File: src/rtl/spi_pin_arbiter_if.sv
// Host-side and pin-side signals of the shared SPI pin arbiter.
// The slave modport is the arbiter. The master modport is whatever drives the hosts and the pins.
interface spi_pin_arbiter_if #(
    parameter int unsigned NumReq = 3
);
    // Per-host side
    logic [NumReq-1:0] req_i;
    logic [NumReq-1:0] gnt_o;
    logic [NumReq-1:0] sclk_i;
    logic [NumReq-1:0] copi_i;
    logic [NumReq-1:0] cs_ni;
    logic [NumReq-1:0] cipo_o;
    // Pin side
    logic              sclk_o;
    logic              copi_o;
    logic              cs_no;
    logic              cipo_i;
    logic              timeout_o;

    modport slave (
        input  req_i, sclk_i, copi_i, cs_ni, cipo_i,
        output gnt_o, cipo_o, sclk_o, copi_o, cs_no, timeout_o
    );

    modport master (
        output req_i, sclk_i, copi_i, cs_ni, cipo_i,
        input  gnt_o, cipo_o, sclk_o, copi_o, cs_no, timeout_o
    );
endinterface

File: src/rtl/spi_pin_arbiter.sv
// Round-robin sharing of one set of SPI pins between NumReq host requesters.
// The owner keeps the pins until it drops its request with CS high.
// A forced CS-high guard gap separates owners.
// An optional watchdog revokes an owner that holds the pins too long.
module spi_pin_arbiter #(
    parameter int unsigned NumReq        = 3,
    parameter int unsigned GapCycles     = 4,
    parameter int unsigned TimeoutCycles = 0,
    parameter logic        IdleSclk      = 1'b0
) (
    input logic              clk_i,
    input logic              rst_i,
    spi_pin_arbiter_if.slave bus
);
    localparam int unsigned OwnW   = $clog2(NumReq);
    localparam int unsigned CntMax = (TimeoutCycles > GapCycles) ? TimeoutCycles : GapCycles;
    localparam int unsigned CntW   = $clog2((CntMax > 2) ? CntMax : 2);
    localparam logic [CntW-1:0] GapLast  = CntW'((GapCycles > 0) ? GapCycles - 1 : 0);
    localparam logic [CntW-1:0] HoldLast = CntW'((TimeoutCycles > 0) ? TimeoutCycles - 1 : 0);

    typedef enum logic [1:0] {IDLE, OWNED, GAP} state_t;

    state_t          state;
    logic [OwnW-1:0] owner;
    logic [OwnW-1:0] rr_ptr;
    logic [CntW-1:0] hold_cnt;
    logic [CntW-1:0] gap_cnt;
    logic [OwnW-1:0] pick;
    logic            pick_vld;
    logic            release_ok;
    logic            expire;
    int unsigned     idx;

    // First requester found searching upward from the slot after the last owner.
    always_comb begin
        pick     = '0;
        pick_vld = 1'b0;
        idx      = 0;
        for (int unsigned i = 1; i <= NumReq; i++) begin
            idx = 32'(rr_ptr) + i;
            if (idx >= NumReq) begin
                idx = idx - NumReq;
            end
            if (!pick_vld && bus.req_i[idx[OwnW-1:0]]) begin
                pick     = idx[OwnW-1:0];
                pick_vld = 1'b1;
            end
        end
    end

    // Release and watchdog expiry conditions for the current owner.
    always_comb begin
        release_ok = (state == OWNED) && !bus.req_i[owner] && bus.cs_ni[owner];
        expire     = (TimeoutCycles != 0) && (state == OWNED) && (hold_cnt == HoldLast);
    end

    // Pin mux. The owner drives the pins. Otherwise the pins sit idle with CS high.
    // Because state resets asynchronously, the pins go idle as soon as reset asserts.
    always_comb begin
        bus.sclk_o = IdleSclk;
        bus.copi_o = 1'b0;
        bus.cs_no  = 1'b1;
        bus.cipo_o = '0;
        if (state == OWNED) begin
            bus.sclk_o        = bus.sclk_i[owner];
            bus.copi_o        = bus.copi_i[owner];
            bus.cs_no         = bus.cs_ni[owner];
            bus.cipo_o[owner] = bus.cipo_i;
        end
    end

    // Ownership FSM with registered grant and timeout pulse.
    always_ff @(posedge clk_i or posedge rst_i) begin
        if (rst_i) begin
            state         <= IDLE;
            owner         <= '0;
            rr_ptr        <= OwnW'(NumReq - 1);
            hold_cnt      <= '0;
            gap_cnt       <= '0;
            bus.gnt_o     <= '0;
            bus.timeout_o <= 1'b0;
        end else begin
            bus.timeout_o <= 1'b0;
            case (state)
                IDLE: begin
                    if (pick_vld) begin
                        owner     <= pick;
                        rr_ptr    <= pick;
                        hold_cnt  <= '0;
                        bus.gnt_o <= NumReq'(1) << pick;
                        state     <= OWNED;
                    end
                end
                OWNED: begin
                    // A normal release wins over an expiry in the same cycle.
                    if (release_ok || expire) begin
                        bus.gnt_o     <= '0;
                        bus.timeout_o <= !release_ok;
                        gap_cnt       <= '0;
                        state         <= (GapCycles == 0) ? IDLE : GAP;
                    end else if (TimeoutCycles != 0) begin
                        hold_cnt <= hold_cnt + 1'b1;
                    end
                end
                GAP: begin
                    if (gap_cnt == GapLast) begin
                        state <= IDLE;
                    end else begin
                        gap_cnt <= gap_cnt + 1'b1;
                    end
                end
                default: state <= IDLE;
            endcase
        end
    end
endmodule

File: src/flat_wrapper.sv
// flat-port wrapper written by rule: the top's interface ports become plain ports
module spi_pin_arbiter_flat 
#(
    parameter int unsigned NumReq        = 3,
    parameter int unsigned GapCycles     = 4,
    parameter int unsigned TimeoutCycles = 0,
    parameter logic        IdleSclk      = 1'b0
)
  (clk_i, rst_i, bus_req_i, bus_sclk_i, bus_copi_i, bus_cs_ni, bus_cipo_i, bus_gnt_o, bus_cipo_o, bus_sclk_o, bus_copi_o, bus_cs_no, bus_timeout_o);
  spi_pin_arbiter_if #(.NumReq(NumReq)) bus_i ();
  input logic clk_i;
  input logic rst_i;
  input wire logic [$bits(bus_i.req_i)-1:0] bus_req_i;
  input wire logic [$bits(bus_i.sclk_i)-1:0] bus_sclk_i;
  input wire logic [$bits(bus_i.copi_i)-1:0] bus_copi_i;
  input wire logic [$bits(bus_i.cs_ni)-1:0] bus_cs_ni;
  input wire logic [$bits(bus_i.cipo_i)-1:0] bus_cipo_i;
  output wire logic [$bits(bus_i.gnt_o)-1:0] bus_gnt_o;
  output wire logic [$bits(bus_i.cipo_o)-1:0] bus_cipo_o;
  output wire logic [$bits(bus_i.sclk_o)-1:0] bus_sclk_o;
  output wire logic [$bits(bus_i.copi_o)-1:0] bus_copi_o;
  output wire logic [$bits(bus_i.cs_no)-1:0] bus_cs_no;
  output wire logic [$bits(bus_i.timeout_o)-1:0] bus_timeout_o;
  assign bus_i.req_i = bus_req_i;
  assign bus_i.sclk_i = bus_sclk_i;
  assign bus_i.copi_i = bus_copi_i;
  assign bus_i.cs_ni = bus_cs_ni;
  assign bus_i.cipo_i = bus_cipo_i;
  assign bus_gnt_o = bus_i.gnt_o;
  assign bus_cipo_o = bus_i.cipo_o;
  assign bus_sclk_o = bus_i.sclk_o;
  assign bus_copi_o = bus_i.copi_o;
  assign bus_cs_no = bus_i.cs_no;
  assign bus_timeout_o = bus_i.timeout_o;
  spi_pin_arbiter #(.NumReq(NumReq), .GapCycles(GapCycles), .TimeoutCycles(TimeoutCycles), .IdleSclk(IdleSclk)) u_core (.clk_i(clk_i), .rst_i(rst_i), .bus(bus_i));
endmodule
File: config.mk
export PLATFORM = sky130hd
export DESIGN_NAME = spi_pin_arbiter_flat
export DESIGN_NICKNAME = d
export VERILOG_FILES = /design/src/rtl/spi_pin_arbiter_if.sv /design/src/rtl/spi_pin_arbiter.sv /design/src/flat_wrapper.sv
export SDC_FILE = /design/constraint.sdc
export NUM_CORES = 1
export LEC_CHECK = 0
export BUFFER_PORTS_ARGS = -buffer_cell sky130_fd_sc_hd__buf_2
export CORE_MARGIN = 2
export CORE_UTILIZATION = 35
export DETAILED_ROUTE_END_ITERATION = 10
export SLEW_MARGIN = 20
export SYNTH_ARGS = -nofsm -noshare
export SYNTH_HDL_FRONTEND = slang
export SYNTH_SLANG_ARGS = --single-unit
File: constraint.sdc
create_clock -name clk_i -period 5.2 [get_ports clk_i]
set_clock_uncertainty 0.2 [all_clocks]
set_input_delay 1.3 -clock clk_i [delete_from_list [all_inputs] [get_ports clk_i]]
set_output_delay 1.3 -clock clk_i [all_outputs]
set_load 0.03 [all_outputs]
== Word level (Yosys, flattened, before mapping) ==
Cells that the tools add are included.
Cells by class
  $add $sub $neg: 7
  $lt $le $gt $ge: 8
  equality and inequality tests: 7
  shifts and indexed selects: 1
  muxes and demuxes: 41
  bitwise gates (word level): 1
  reduce and logical (&&, ||, !) cells: 16
Operators by type and width (number)
  two-way mux 2 bit: 11
  two-way mux 1 bit: 16
  binary-select mux 1 bit (select 2 bit): 7
  < comparator 2 x 3 -> 1 bit, second input constant: 4
  greater-or-equal comparator 3 x 2 -> 1 bit, second input constant: 3
  two-way mux 3 bit: 3
  AND reduction 3 bit: 3
  adder 2 x 2 -> 3 bit, second input constant: 2
  inequality test 2 x 1 -> 1 bit, second input constant: 3
  case mux 2 bit (3 select lines): 1
  case mux 3 bit (2 select lines): 1
  subtractor 2 bit, second input constant: 3
  logical AND 1 bit: 5
  equality test 2 bit, second input constant: 2
  zero test 1 bit: 4
  case mux 2 bit (2 select lines): 1
  nonzero test 2 bit: 2
  adder 2 x 1 -> 3 bit, second input constant: 1
  bitwise AND 3 bit: 1
  left shift 1 x 2 -> 3 bit, first input constant: 1
  adder 2 x 1 -> 2 bit, second input constant: 1
  demux 1 bit (select 2 bit): 1
  equality test 2 x 1 -> 1 bit, second input constant: 1
  greater-or-equal comparator 2 x 1 -> 1 bit, second input constant: 1
  other kinds (3): 3
Word-level totals
  register bits: 12
  bits of input ports: 15
  output and inout bits: 10
  word-level logic and storage cells: 87

== Depth between registers and ports, before layout ==
Gate-level depths: netlist of run 1.
  word-level depth: 15
  mapped depth: 8
  gate-level depth less buffers: 7

== Worst setup path after synthesis of run 1 ==
Ideal clock, no wire load.
  path type: in2out
  start point: input port bus_cs_ni[0]
  end point: output port bus_cs_no
  arrival time: 2.041 ns
  data required time: 3.700 ns
  path slack: 1.659 ns
  cell stages on the path: 2
  path buffers: 0
  cell sequence: mux2_4 > a221o_1
On the way
  word-level cells in the longest chain between the ends: 3
RTL lines
  from (decl): RTL line flat_wrapper.sv:16  | input wire logic [$bits(bus_i.cs_ni)-1:0] bus_cs_ni;
  binary-select mux 1 bit (select 2 bit): RTL line spi_pin_arbiter.sv:67  | bus.cs_no = bus.cs_ni[owner];
  two-way mux 1 bit (implied by the code): RTL line spi_pin_arbiter.sv:67
  two-way mux 1 bit: RTL line spi_pin_arbiter.sv:64  | if (state == OWNED) begin
  to (decl): RTL line flat_wrapper.sv:22  | output wire logic [$bits(bus_i.cs_no)-1:0] bus_cs_no;
No other way between the ends. The select of a mux whose other input is x is not followed.

== Worst setup path after layout of run 1 ==
Same ends and word-level chain as after synthesis.

==> reports/qor.yml, run 1 <==
status: "complete, no violations"
yosys_warnings: 0
synth_nets: 116
ir_worst_vdd_mv: 0.228
synthCells: 94
min-delay-start: "u_core.bus.gnt_o[2]$_DFFE_PP0P_"
rows: 18
syn_area_per_cell_um2: 9.38
synth_area_um2: 882
dp_hpwl_mm: 1.56
async_flop_share_pct: 100
cts_tree: "done"
switchingPower_uw: 303
clock_path_buffers: 2
timing.final.crit_share_pct: 71.8
design_area_mm2: 0.00104
hold_buffers: 0
setup_tns_ps: 0
combPwrFrac_pct: 68.0
wl_met1_um: 953
p_int_uw: 329
grt_setup_unrepaired: "false"
vias: 773
place.gp.congestion: 0.775
cts_resized: 0
startpoint: "bus_cs_ni[0]"
p_per_area_mw_per_mm2: 610
worstPathArrival_ps: 2230
root_buffer: "clkbuf_4"
critPathKind: "in -> out"
synth-seq-cells: 10
crit_top_cell: "buf_2"
io_pins: 25
layout.cells.non_filler: 148
netlist.area_leader.share_pct: 25.5
die_h_um: 54.2
ys_seq_area_share_pct: 28.5
slew_violations: 0
synth_common_cells: "dfrtp_1, inv_1, ha_1"
wl_per_cell_um: 13.2
start_util_pct: 36.3
drive_above_1_share_pct: 31.4
grt.total_usage_pct: 14.5
yosysMostFrequentCell: "dfrtp_1"
setup_viol_count_final: 0
route.met3.wl_um: 41
drt_iter0_drc: 13
area_delta_synth_final_pct: 17.6
grt_max_degree: 15
first_global_vias: 702
ant_nets: 0
cts_inserted_buffers: 3
ys_types: 42
wl_mm: 1.95
fmax_mhz: 268
antenna_cells: 0
clk_latency_ps: 260
hold_viol_final: 0
h-tree-depth: 1
maxCapViolations: 0
grt_pass1_wl_mm: 3.07
path_cells: "buf_2 -> mux2_4 -> a221o_1 -> buf_2"
synth_area_leaders: "dfrtp_1, ha_1, mux2_2"
critPathRequiredTime_ps: 3700
wl_met2_um: 916
synth_top_flop_cell: "dfrtp_1"
worst_path_max_delay_cell: "a221o_1"
die_area_mm2: 0.00294
swShare_pct: 47.9
cts_sinks: 10
cp-end-kind: "primary output"
postCtsSetupBuffers: 0
min_period_ps: 3730
viasPerCell: 5.22
power_uw: 633
place_area_mm2: 0.00101
seqPwrFrac_pct: 23.4
die_x_um: 54.2
slowest_delay_ps: 390
yosys.area.top_type: "dfrtp_1"
antenna_found_initial: 0
drc: 0
portBuffers: 23
min_path_type: "reg -> reg"
dpl.cell_count: 144
fin_nets: 141
synth-edff-count: 0
crit_fanout: 3
worst_setup_path_start_kind: "input port"
clkPwrFrac_pct: 8.6
power_leakage_nw: 0.495
overflow: 0
coreArea_mm2: 0.00243
drt_first_pass_iters: 4
top_layer_used: "met4"
clk_pin_slew_worst_paths_ps: 60
rr_startpoint: "u_core.rr_ptr[0]$_DFFE_PP0P_"
==> final timing paths <==
check                      cells after the start                               to  slack [ps]
max                                            4                        bus_cs_no        1470
min                                            1  u_core.bus.gnt_o[2]$_DFFE_PP0P_         300
max reg2reg                                    7  u_core.bus.gnt_o[0]$_DFFE_PP0P_        2430
min reg2reg                                    1  u_core.bus.gnt_o[2]$_DFFE_PP0P_         300
max in group asynchronous                      2     u_core.rr_ptr[1]$_DFFE_PP1P_        3680
min in group asynchronous                      2  u_core.bus.gnt_o[1]$_DFFE_PP0P_         810
==> worst max-delay path: cells and delay by family <==
kind	cells	cell delay [ps]
buf+inv	2	290
compound gates	1	390
mux	1	250
==> power by group through the flow <==
stage	sequential [mW]	clock, mW	combinational [mW]
floorplan	0.144	0	0.351
global placement	0.149	0	0.418
detailed placement	0.150	0	0.429
CTS	0.149	0.0571	0.431
global route	0.153	0.0617	0.473
finish	0.148	0.0542	0.431
==> cells by family (layout without fill, tap and decap cells) <==
family | count (synthesis) | in the layout | share of synthesized area [%]
adder cells (fa/ha/maj) | 7 | 7 | 9.93
buffers and inverters | 11 | 35 | 6.10
multiplexers | 9 | 9 | 11.9
flip-flops | 10 | 10 | 28.5
other | 1 | 1 | 0.425
AND/OR/NAND/NOR | 33 | 33 | 21.3
AO/OA/AOI/OAI | 23 | 23 | 21.8
==> layout by cell type, fill, tap and decap left out, types with 2 or more instances in the layout <==
| cell | instances |
|---|---|
| a21oi_1 | 4 |
| a22o_1 | 2 |
| buf_2 | 23 |
| clkbuf_4 | 3 |
| dfrtp_1 | 9 |
| ha_1 | 7 |
| inv_1 | 8 |
| mux2_2 | 4 |
| mux2_4 | 2 |
| mux2i_1 | 3 |
| nand2_1 | 6 |
| nand2b_1 | 3 |
| nor2_1 | 6 |
| nor2b_1 | 4 |
| nor3_1 | 4 |
| nor4_1 | 2 |
| o21ai_0 | 2 |
| o31ai_1 | 2 |
==> metal layers <==
| layer | vias up | global-route usage, % |
|---|---|---|
| met4 | 0 | 7.50 |
| met3 | 4 | 2.50 |
| met1 | 364 | 19.7 |
| met5 | - | 0 |
| li1 | 392 | - |
| met2 | 13 | 21.7 |
==> through the flow <==
stage	hold WS [ps]	setup slack, ps	utilization, %
after global routing	323	1420	42.6
after global placement	286	1480	41.6
after floorplan	256	1660	-
after CTS	313	1460	42.6
final	304	1470	42.6
after detailed placement	294	1460	41.6
==> state kept, by name (all words and copies together), names as in the netlist <==
signal	cells
u_core.bus.gnt_o	3
u_core.gap_cnt	2
u_core.rr_ptr	2
u_core.owner	1
u_core.state	2
==> layout make-up <==
cell class                      instances  area (µm²)
Inverter                                8        30.0
Timing Repair Buffer                   23         115
Fill cell                             251        1400
Tap cell                               30        37.5
Sequential cell                        10         251
Clock buffer                            4        26.3
Multi-Input combinational cell         73         577
No activity file was read; power rests on OpenSTA's default activity.
==> run 2, diff against run 1 <==
==> constraint.sdc (replaced) <==
create_clock -name clk_i -period 3.5 [get_ports clk_i]
set_clock_uncertainty 0.2 [all_clocks]
set_input_delay 0.875 -clock clk_i [delete_from_list [all_inputs] [get_ports clk_i]]
set_output_delay 0.875 -clock clk_i [all_outputs]
set_load 0.03 [all_outputs]
==> run 2 against run 1 <==
Clock power rose by 92%. Cell count rose by 0.68%. Via count grew 1.3%. Sequential power increased by 38%. Utilization is 0.72 points higher. Routed wire length down 1.7%. Non-clock buffer count grew 1. First-iteration DRC count grew 69%. Flip-flop and latch count stayed put. Total power rose by 52%. Critical endpoint unchanged. Largest power group unchanged. Highest routed layer unchanged.
==> reports/qor.yml, run 2 (synthesized netlist as in run 1, its figures left out) <==
status: "complete, no violations"
die_area_mm2: 0.00294
largest_reg_flops: 3
layout_commonest_cell: "buf_2"
setup_viol_count_final: 0
power_leakage_nw: 0.506
grt.total_usage_pct: 15.3
cts_tree: "done"
busiest_layer: "met2"
layout_common_cells: "buf_2, dfrtp_1, inv_1"
min_period_ps: 2890
grt_pass1_wl_mm: 3.21
clkPwrFrac_pct: 10.8
largest-register: "u_core.bus.gnt_o"
cp-end-kind: "primary output"
place.gp.congestion: 0.787
min-delay-start: "u_core.gap_cnt[0]$_DFFE_PP0P_"
cts_resized: 0
portBuffers: 23
whs_path_depth: 1
antenna_cells: 0
viasPerCell: 5.26
ff2ff_path_depth: 7
root_buffer: "clkbuf_4"
p_per_area_mw_per_mm2: 914
design_area_mm2: 0.00105
min_path_type: "reg -> reg"
seqPwrFrac_pct: 21.1
drt_first_pass_iters: 4
dpl.cell_count: 145
clk_pin_slew_worst_paths_ps: 70
critPathRequiredTime_ps: 2420
power_uw: 964
io_pins: 25
setup_tns_ps: 0
die_h_um: 54.2
crit_fanout: 3
rows: 18
die_x_um: 54.2
overflow: 0
wl_per_cell_um: 12.9
hold_buffers: 0
dp_hpwl_mm: 1.55
ant_nets: 0
grtUsageMet1_pct: 19.6
postCtsSetupBuffers: 0
clk_latency_ps: 260
p_int_uw: 514
hold_viol_final: 0
timing.hold.ws_ps: 302
switchingPower_uw: 449
rr_startpoint: "u_core.rr_ptr[1]$_DFFE_PP1P_"
place_area_mm2: 0.00102
gr-usage-met2_pct: 23.7
grt_setup_unrepaired: "false"
layout.cells.non_filler: 149
coreArea_mm2: 0.00243
ff2ff_setup_slack_ps: 990
fmax_mhz: 346
antenna_found_initial: 0
wl_mm: 1.92
drc: 0
first_global_vias: 701
fin_nets: 142
maxCapViolations: 0
clock_path_buffers: 2
area_delta_synth_final_pct: 19.6
start_util_pct: 36.3
critPathKind: "in -> out"
grt_max_degree: 14
swShare_pct: 46.6
vias: 783
h-tree-depth: 1
use_met3_pct: 3.61
final.fill_count: 256
drt_iter0_drc: 22
combPwrFrac_pct: 68.1
cts_inserted_buffers: 3
drive_above_1_share_pct: 32.8
cts_sinks: 10
min_to: "u_core.gap_cnt[0]$_DFFE_PP0P_"
reg2reg_to: "u_core.bus.gnt_o[2]$_DFFE_PP0P_"
worstPathArrival_ps: 1820
slew_violations: 0
ir_worst_vdd_mv: 0.339
timing.final.crit_share_pct: 82.7
worst_setup_path_start_kind: "input port"
[run 2: metrics by stage]
| step | worst slack, ps | util (%) |
|---|---|---|
| global placement | 629 | 41.9 |
| finish | 607 | 43.4 |
| detailed placement | 611 | 41.9 |
| global route | 578 | 43.4 |
| floorplan | 809 | - |
| CTS | 609 | 43.4 |
[run 2: layout make-up]
cell class / instances / area, µm² / share of cell area, %
Sequential cell: 10 / 251 / 23.8
Inverter: 8 / 30.0 / 2.85
Timing Repair Buffer: 24 / 123 / 11.6
Multi-Input combinational cell: 73 / 577 / 54.7
Clock buffer: 4 / 36.3 / 3.44
Tap cell: 30 / 37.5 / 3.56
[run 2: worst max path at each step]
stage	startpoint	to	slack (ps)	depth (start not counted)
after floorplan	bus_cs_ni[0]	bus_cs_no	810	2
after global placement	bus_cs_ni[0]	bus_cs_no	630	4
after detailed placement	bus_cs_ni[0]	bus_cs_no	610	4
after CTS	bus_cs_ni[0]	bus_cs_no	610	4
after global routing	u_core.state[1]$_DFFE_PP0P_	bus_cs_no	580	5
final	bus_cs_ni[0]	bus_cs_no	610	4
[run 2: per-layer routing]
| metal | vias to the layer above | share of wire (%) |
|---|---|---|
| li1 | 391 | - |
| met1 | 377 | 46 |
| met2 | 13 | 50 |
| met3 | 2 | 2.6 |
| met4 | 0 | 1.4 |
| met5 | - | 0 |
[run 2: critical path, stage by stage]
cell     delay [ps]
buf_2           100
mux2_4          260
a221o_1         390
buf_2           190
[run 2: power groups by stage]
| stage | clock (mW) | sequential, mW | combinational [mW] |
|---|---|---|---|
| final | 0.104 | 0.204 | 0.656 |
| after global routing | 0.111 | 0.211 | 0.728 |
| after CTS | 0.105 | 0.205 | 0.658 |
| after detailed placement | 0 | 0.207 | 0.657 |
| after global placement | 0 | 0.205 | 0.645 |
| after floorplan | 0 | 0.215 | 0.521 |
==> run 3, diff against run 2 <==
==> constraint.sdc (replaced) <==
create_clock -name clk_i -period 2.96 [get_ports clk_i]
set_clock_uncertainty 0.2 [all_clocks]
set_input_delay 0.74 -clock clk_i [delete_from_list [all_inputs] [get_ports clk_i]]
set_output_delay 0.74 -clock clk_i [all_outputs]
set_load 0.03 [all_outputs]
==> run 3 against run 2 <==
Sequential share of layout area is 0.057 points higher. Flip-flop and latch count stayed put. Routed wire length is 3.6% higher. Sequential power is 18% higher. Register-to-register slack worse by 520 ps. Design area is 0.24% lower. Via count is 0.26% lower.
==> reports/qor.yml, run 3 (synthesized netlist as in run 1, its figures left out) <==
coreArea_mm2: 0.00243
crit_fanout: 5
cts_resized: 0
place.gp.congestion: 0.781
io_pins: 25
rows: 18
die_x_um: 54.2
first_global_vias: 692
setup_tns_ps: 0
critPathTopFamily: "buffers and inverters"
switchingPower_uw: 535
hold_viol_final: 0
preCtsSetupSlack_ps: 340
antenna_cells: 0
path_cells: "inv_1 -> ha_1 -> inv_1 -> a221o_1 -> buf_2"
maxCapViolations: 0
wl_mm: 1.98
crit_top_cell: "inv_1"
clock_path_buffers: 2
grt_max_degree: 14
worst_path_max_delay_cell: "dfrtp_1"
drt_iter0_drc: 15
clk_latency_ps: 260
cts_tree: "done"
timing.final.crit_share_pct: 89.8
overflow: 0
path_buf_inv: 3
p_per_area_mw_per_mm2: 1080
largest-register: "u_core.bus.gnt_o"
hold_buffers: 0
status: "complete, no violations"
grt_pass1_wl_mm: 3.04
critPathKind: "reg -> out"
layout_common_cells: "buf_2, dfrtp_1, inv_1"
h-tree-depth: 1
root_buffer: "clkbuf_4"
fmax_mhz: 376
p_int_uw: 597
cp-end-kind: "primary output"
worst_setup_path_start_kind: "flip-flop"
ant_nets: 0
ff2ff_setup_slack_ps: 470
portBuffers: 23
critPathRequiredTime_ps: 2020
slowest_delay_ps: 380
setup_viol_count_final: 0
swShare_pct: 47.3
die_h_um: 54.2
min_path_type: "in -> async"
cts_inserted_buffers: 3
min_period_ps: 2660
grt_setup_unrepaired: "false"
vias: 781
die_area_mm2: 0.00294
seqPwrFrac_pct: 21.3
clk_pin_slew_worst_paths_ps: 70
drc: 0
dp_hpwl_mm: 1.60
area_delta_synth_final_pct: 19.3
fin_nets: 143
combPwrFrac_pct: 69.9
antenna_found_initial: 0
postCtsSetupBuffers: 0
drive_above_1_share_pct: 32.5
drt_first_pass_iters: 4
slew_violations: 0
cts_sinks: 10
power_leakage_nw: 0.505
wl_per_cell_um: 13.2
layout_commonest_cell: "buf_2"
largest_reg_flops: 3
ir_worst_vdd_mv: 0.514
clkPwrFrac_pct: 8.8
worst_slack_ps: 302
start_util_pct: 36.3
grt.total_usage_pct: 14.6
viasPerCell: 5.21
worstPathArrival_ps: 1720
==> run 3: path summary, 6_finish.rpt <==
check / from / end / cells after the start
worst min-delay path: rst_i / u_core.bus.gnt_o[1]$_DFFE_PP0P_ / 2
worst max-delay path: u_core.state[1]$_DFFE_PP0P_ / bus_cs_no / 5
min in group clk_i: u_core.bus.gnt_o[2]$_DFFE_PP0P_ / u_core.bus.gnt_o[2]$_DFFE_PP0P_ / 1
worst max register to register: u_core.rr_ptr[1]$_DFFE_PP1P_ / u_core.bus.gnt_o[2]$_DFFE_PP0P_ / 7
max in group asynchronous: rst_i / u_core.rr_ptr[1]$_DFFE_PP1P_ / 2
worst min register to register: u_core.bus.gnt_o[2]$_DFFE_PP0P_ / u_core.bus.gnt_o[2]$_DFFE_PP0P_ / 1
==> run 3: per-layer routing <==
metal	vias to the layer above	global-route usage, %	wire length (µm)
met5	-	0	0
met4	0	7.50	27
met3	2	2.50	46
met2	13	23.7	999
met1	372	18.3	909
li1	394	-	-
==> run 3: worst register-to-register path, stage by stage, from the launching register on <==
cell and delay [ps]:
dfstp_2 540, inv_1 60, ha_1 370, a21bo_2 260, nor3b_2 280, a22oi_1 200
and3_1 250, a22o_1 230
==> run 3: final cells by class <==
cell class	instances	area, µm²
well taps	30	37.5
fillers	255	1380
flip-flops and latches	10	251
clock buffers	4	26.3
inverters	8	30.0
repair buffers	25	130
multi-input cells	73	577
==> run 3: stage by stage <==
stage / std cells / util (%) / power, mW / hold slack, ps / cell area [µm²]
floorplan: 94 / - / 0.870 / 256 / 882
global placement: 146 / 42.2 / 1.02 / 287 / 1030
detailed placement: 146 / 42.2 / 1.04 / 285 / 1030
CTS: 150 / 43.3 / 1.14 / 256 / 1050
global route: 150 / 43.3 / 1.23 / 278 / 1050
finish: 150 / 43.3 / 1.13 / 243 / 1050
==> run 3: power by group through the flow <==
stage | sequential, mW | clock (mW) | combinational [mW]
finish | 0.241 | 0.0990 | 0.791
global route | 0.248 | 0.110 | 0.869
CTS | 0.242 | 0.103 | 0.796
detailed placement | 0.244 | 0 | 0.794
global placement | 0.243 | 0 | 0.776
floorplan | 0.254 | 0 | 0.616
